## config.mk

```make
export PLATFORM = sky130hd
export DESIGN_NAME = mem_arbiter
export DESIGN_NICKNAME = d
export VERILOG_FILES = /design/src/rtl/mem_arbiter.sv
export SDC_FILE = /design/constraint.sdc
export NUM_CORES = 1
export LEC_CHECK = 0
export ABC_AREA = 0
export CAP_MARGIN = 20
export CORE_AREA = 2 2 102 104
export DETAILED_ROUTE_END_ITERATION = 10
export DIE_AREA = 0 0 104 106
export PLACE_DENSITY_LB_ADDON = 0.12
export SYNTH_ARGS = -nofsm -noshare
export SYNTH_HDL_FRONTEND = slang
export SYNTH_SLANG_ARGS = --single-unit
export TNS_END_PERCENT = 100
```

## constraint.sdc

```tcl
create_clock -name CLK -period 1.55 [get_ports CLK]
set_input_delay 0.31 -clock CLK [delete_from_list [all_inputs] [get_ports CLK]]
set_output_delay 0.31 -clock CLK [all_outputs]
set_load 0.02 [all_outputs]
```

## src/rtl/mem_arbiter.sv

```systemverilog
// Single-port RAM arbiter between the instruction-fill and data-cache requesters.
// Data wins by default; a starvation counter forces an instruction grant after STARVE_MAX data wins.
module mem_arbiter #(
    parameter int STARVE_MAX = 4
) (
    input  logic        CLK,
    input  logic        nRST,
    input  logic        iREN,
    input  logic [31:0] iaddr,
    output logic        iwait,
    output logic [31:0] iload,
    input  logic        dREN,
    input  logic        dWEN,
    input  logic [31:0] daddr,
    input  logic [31:0] dstore,
    output logic        dwait,
    output logic [31:0] dload,
    output logic        ramREN,
    output logic        ramWEN,
    output logic [31:0] ramaddr,
    output logic [31:0] ramstore,
    input  logic [31:0] ramload,
    input  logic [1:0]  ramstate
);

    localparam logic [1:0] IDLE   = 2'd0;
    localparam logic [1:0] IGRANT = 2'd1;
    localparam logic [1:0] DGRANT = 2'd2;

    localparam logic [1:0] RAM_ACCESS = 2'd2;
    localparam logic [1:0] RAM_ERROR  = 2'd3;

    localparam logic [3:0] SMAX = 4'(STARVE_MAX);

    logic [1:0] state;
    logic [1:0] next_state;
    logic [3:0] scnt;
    logic [3:0] next_scnt;
    logic       d_req;

    assign d_req = dREN | dWEN;
    assign iload = ramload;
    assign dload = ramload;

    always_ff @(posedge CLK or negedge nRST) begin
        if (!nRST) begin
            state <= IDLE;
            scnt  <= 4'd0;
        end else begin
            state <= next_state;
            scnt  <= next_scnt;
        end
    end

    // RAM outputs are decoded from state so an async reset drops them immediately.
    always_comb begin
        next_state = state;
        next_scnt  = scnt;
        ramREN     = 1'b0;
        ramWEN     = 1'b0;
        ramaddr    = 32'd0;
        ramstore   = 32'd0;
        iwait      = 1'b1;
        dwait      = 1'b1;

        case (state)
            IDLE: begin
                if (d_req && !(iREN && scnt == SMAX)) begin
                    next_state = DGRANT;
                end else if (iREN) begin
                    next_state = IGRANT;
                end
            end

            DGRANT: begin
                if (!d_req) begin
                    next_state = IDLE;
                end else begin
                    ramaddr = daddr;
                    if (dWEN) begin
                        ramWEN   = 1'b1;
                        ramstore = dstore;
                    end else begin
                        ramREN = 1'b1;
                    end
                    if (ramstate == RAM_ACCESS) begin
                        dwait      = 1'b0;
                        next_state = IDLE;
                        if (iREN) begin
                            next_scnt = (scnt >= SMAX) ? SMAX : scnt + 4'd1;
                        end else begin
                            next_scnt = 4'd0;
                        end
                    end else if (ramstate == RAM_ERROR) begin
                        next_state = IDLE;
                    end
                end
            end

            IGRANT: begin
                if (!iREN) begin
                    next_state = IDLE;
                end else begin
                    ramREN  = 1'b1;
                    ramaddr = iaddr;
                    if (ramstate == RAM_ACCESS) begin
                        iwait      = 1'b0;
                        next_state = IDLE;
                        next_scnt  = 4'd0;
                    end else if (ramstate == RAM_ERROR) begin
                        next_state = IDLE;
                    end
                end
            end

            default: begin
                next_state = IDLE;
            end
        endcase
    end

endmodule

```

==> results.cfg <==
[status]
status = complete, but fails checks
violations = setup timing

[synth]
netlist.top_cell.by_area = sky130_fd_sc_hd__buf_4
synth-compound-area-share_pct = 21.35
ys_top_cells_by_area = sky130_fd_sc_hd__buf_4, sky130_fd_sc_hd__a22oi_1, sky130_fd_sc_hd__nor2b_1
synth_simple_gate_area_share_pct = 29.61
synth-async-reset-ratio_pct = 100.0
synth_top_family_by_area = buffers and inverters
synth_edf_count = 0
total_nets_after_synthesis = 368
synth.yosys.seq_area_share_pct = 8.772
synth_cell_types = 29
synth_adder_area_share_pct = 4.386
yosys-mux-area-fraction_pct = 0
synth.avg_cell_area_sq_um = 7.540
share_of_the_synthesized_netlist_area_taken_by_xor_and_xnor_gates_pct = 0
ys_warn_count = 0
synth_seq_cells = 6
dominantRegCellSynth = sky130_fd_sc_hd__dfrtp_1
synth_top_area_share_pct = 29.82
netlist_instances = 227
synthesis.area_sq_mm = 0.001712

[setup_path]
required_time_at_the_worst_slack_endpoint_ns = 1.24
timing.critical_path.arrival_ns = 1.66
cp-end-kind = output pin
path_max_fanout = 6
worst_r2r_path_depth = 8
r2r_end = scnt[2]
worst-setup-path-type = reg2out
timing.critical_path.from_type = register
reg2reg_from = state[1]
ff2ff_setup_slack_ns = -0.13

[power]
sw_ratio_pct = 40.72
ir_drop_mv = 0.4184
cell_internal_pwr_mw = 2.752
power_density_mw_per_mm2 = 1161
clkPwrFrac_pct = 5.0
switchingPower_mw = 1.890
p_leak_nw = 1.634
seq_power_share_pct = 5.3
comb_power_share_pct = 89.7

[cts]
clock_latency_ns = 0.22
cts_max_path_buffers = 2
numCtsBuffers = 3
clk_pin_slew_ns = 0.04
postCtsHoldBufs = 0
cts_tree = done
cts_num_sinks = 6
cts.root.buffer_cell = sky130_fd_sc_hd__clkbuf_8
htree_num_levels = 1

[sta]
grt_setup_unrepaired = true
maxSlewHeadroom_pct = 73.93
timing.hold.ws_ns = 0.3469
max_clock_freq_mhz = 508.2
setup_total_negative_slack_ns = -23.30
fin_ws_ns = -0.4177
timing.final.crit_period_ns = 1.968
post-route-period-util_pct = 127.0
final_max_slew_viol_count = 0
finalSetupViolCount = 73
worst_pin_slew_ns = 0.3861
finalHoldViolCount = 0
clock-skew-final_ns = 0.001916

[die]
placement_rows = 37
design.portCount = 267
die_width_um = 104
dieHeight_um = 106
initial_core_util_pct = 17.12
die_area_sq_mm = 0.01102
core_area_sq_mm = 0.01000

[cells_and_area]
ff_latch_area_sq_um = 150.1
drive_gt1_share_pct = 52.41
most-common-layout-cells = sky130_fd_sc_hd__clkdlybuf4s50_1, sky130_fd_sc_hd__buf_6, sky130_fd_sc_hd__a22oi_2, sky130_fd_sc_hd__and3_1, sky130_fd_sc_hd__nor2b_4
mostFrequentLayoutCell = sky130_fd_sc_hd__clkdlybuf4s50_1
layout-area-overhead-vs-synth_pct = 133.6
num-nets-final = 496
num_antenna_cells = 0
num-fill-cells = 1043
combined_area_of_the_multi_input_logic_cells_sq_mm = 0.001394

[worst_hold_path]
hp-class = in2async

[routing]
drt-pass1-iter-count = 4
via_count_of_the_routed_design = 2074
route.final.wire_length_um = 7216
drt_iter0_drc = 16
remaining_antenna_violation_count_after_routing = 0
avgViaCountPerCell = 4.241
avgRoutedWirePerCell_um = 14.76
post-route-drc-count = 0

[global_routing]
overflow = 0
grt_first_pass_wirelength_um = 11160
initial_antenna_violation_count = 0
first_global_vias = 2212
globalRouteTotalUtil_pct = 12.32
grt_max_degree = 37

[placed_design]
gpl.final_weighted_congestion = 0.7139
post-dp-hpwl_um = 5653
portBuffers = 170

[run]
maxCapViolations = 0
-- flip-flops by register name, indices dropped and copies added (netlist names) --
register  flops
scnt          4
state         2
-- timing repair --
item / in CTS / in global routing
setup endpoints to repair: 74 / 74
cloned: 4 / 0
buffers inserted: 6 / 1
pin swaps: 35 / 22
resized for setup: 330 / 10
-- how the worst max path moves through the flow --
stage                     startpoint          end  slack (ns)  cells after the start
after global placement          dWEN       ramREN       -0.84                      5
final                       state[1]   ramaddr[5]       -0.42                      7
after detailed placement        dREN  ramaddr[27]       -0.85                      6
after floorplan             state[1]  ramaddr[15]        -0.1                      7
after global routing        state[1]  ramaddr[31]       -0.49                      7
after CTS                   state[1]  ramaddr[14]       -0.47                      7
-- cells by family after synthesis --
| logic type | count (synthesis) |
|---|---|
| AOI/OAI and AO/OA | 45 |
| buffers and inverters | 89 |
| adders and majority gates | 6 |
| DFF | 6 |
| and+or+nand+nor | 81 |
-- layer usage --
layer / routed length, um / vias up / GRT usage (%) / part of all wire, %
met5: 0 / - / 0 / 0
met4: 142 / 0 / 3.185 / 2.0
met3: 772 / 26 / 4.476 / 11
met2: 3561 / 128 / 22.65 / 49
met1: 2739 / 940 / 13.39 / 38
li1: - / 980 / - / -
-- synthesized netlist by cell type (2+ instances only) --
cell type and instances:
sky130_fd_sc_hd__a22oi_1 32, sky130_fd_sc_hd__buf_4 68, sky130_fd_sc_hd__clkbuf_1 9, sky130_fd_sc_hd__o21ai_2 3
sky130_fd_sc_hd__and3_1 32, sky130_fd_sc_hd__ha_1 6, sky130_fd_sc_hd__inv_1 7, sky130_fd_sc_hd__and2_1 2
sky130_fd_sc_hd__nor2b_1 34, sky130_fd_sc_hd__o21ai_0 2, sky130_fd_sc_hd__buf_2 2, sky130_fd_sc_hd__nand4_1 2
sky130_fd_sc_hd__dfrtp_1 6, sky130_fd_sc_hd__nand2_1 3, sky130_fd_sc_hd__buf_6 3, sky130_fd_sc_hd__nor2_1 3
-- worst max-delay path, stage by stage, from the launching register on --
cell                      delay, ns
sky130_fd_sc_hd__dfrtp_1       0.40
sky130_fd_sc_hd__buf_6         0.13
sky130_fd_sc_hd__ha_4          0.16
sky130_fd_sc_hd__o21a_4        0.17
sky130_fd_sc_hd__buf_6         0.16
sky130_fd_sc_hd__a22oi_2       0.22
sky130_fd_sc_hd__nor2b_4       0.06
sky130_fd_sc_hd__buf_6         0.13
-- final cells by class --
cell class              count  area share (%)
flip-flops and latches      6           3.755
repair buffers            205           55.44
well taps                 136           4.255
clock buffers               3           1.033
multi-input cells         132           34.86
inverters                   7          0.6571
-- power groups by stage --
stage                     Combinational [mW]  Clock [mW]  Sequential, mW
after global routing                    4.43       0.249           0.252
after floorplan                         2.48           0           0.250
final                                   4.16       0.230           0.247
after CTS                               4.20       0.238           0.248
after detailed placement                3.71           0           0.250
after global placement                  3.72           0           0.250
-- per-stage QoR --
step	std cells	util [%]	setup WS (ns)	area, sq um	total power, mW
after floorplan	227	-	-0.09713	2127	2.735
after global placement	476	36.26	-0.8370	3626	3.966
after detailed placement	476	36.26	-0.8517	3626	3.956
after CTS	489	39.69	-0.4656	3969	4.690
after global routing	489	39.99	-0.4862	3999	4.932
final	489	39.99	-0.4177	3999	4.642
Power figures use the tool's default switching activity.
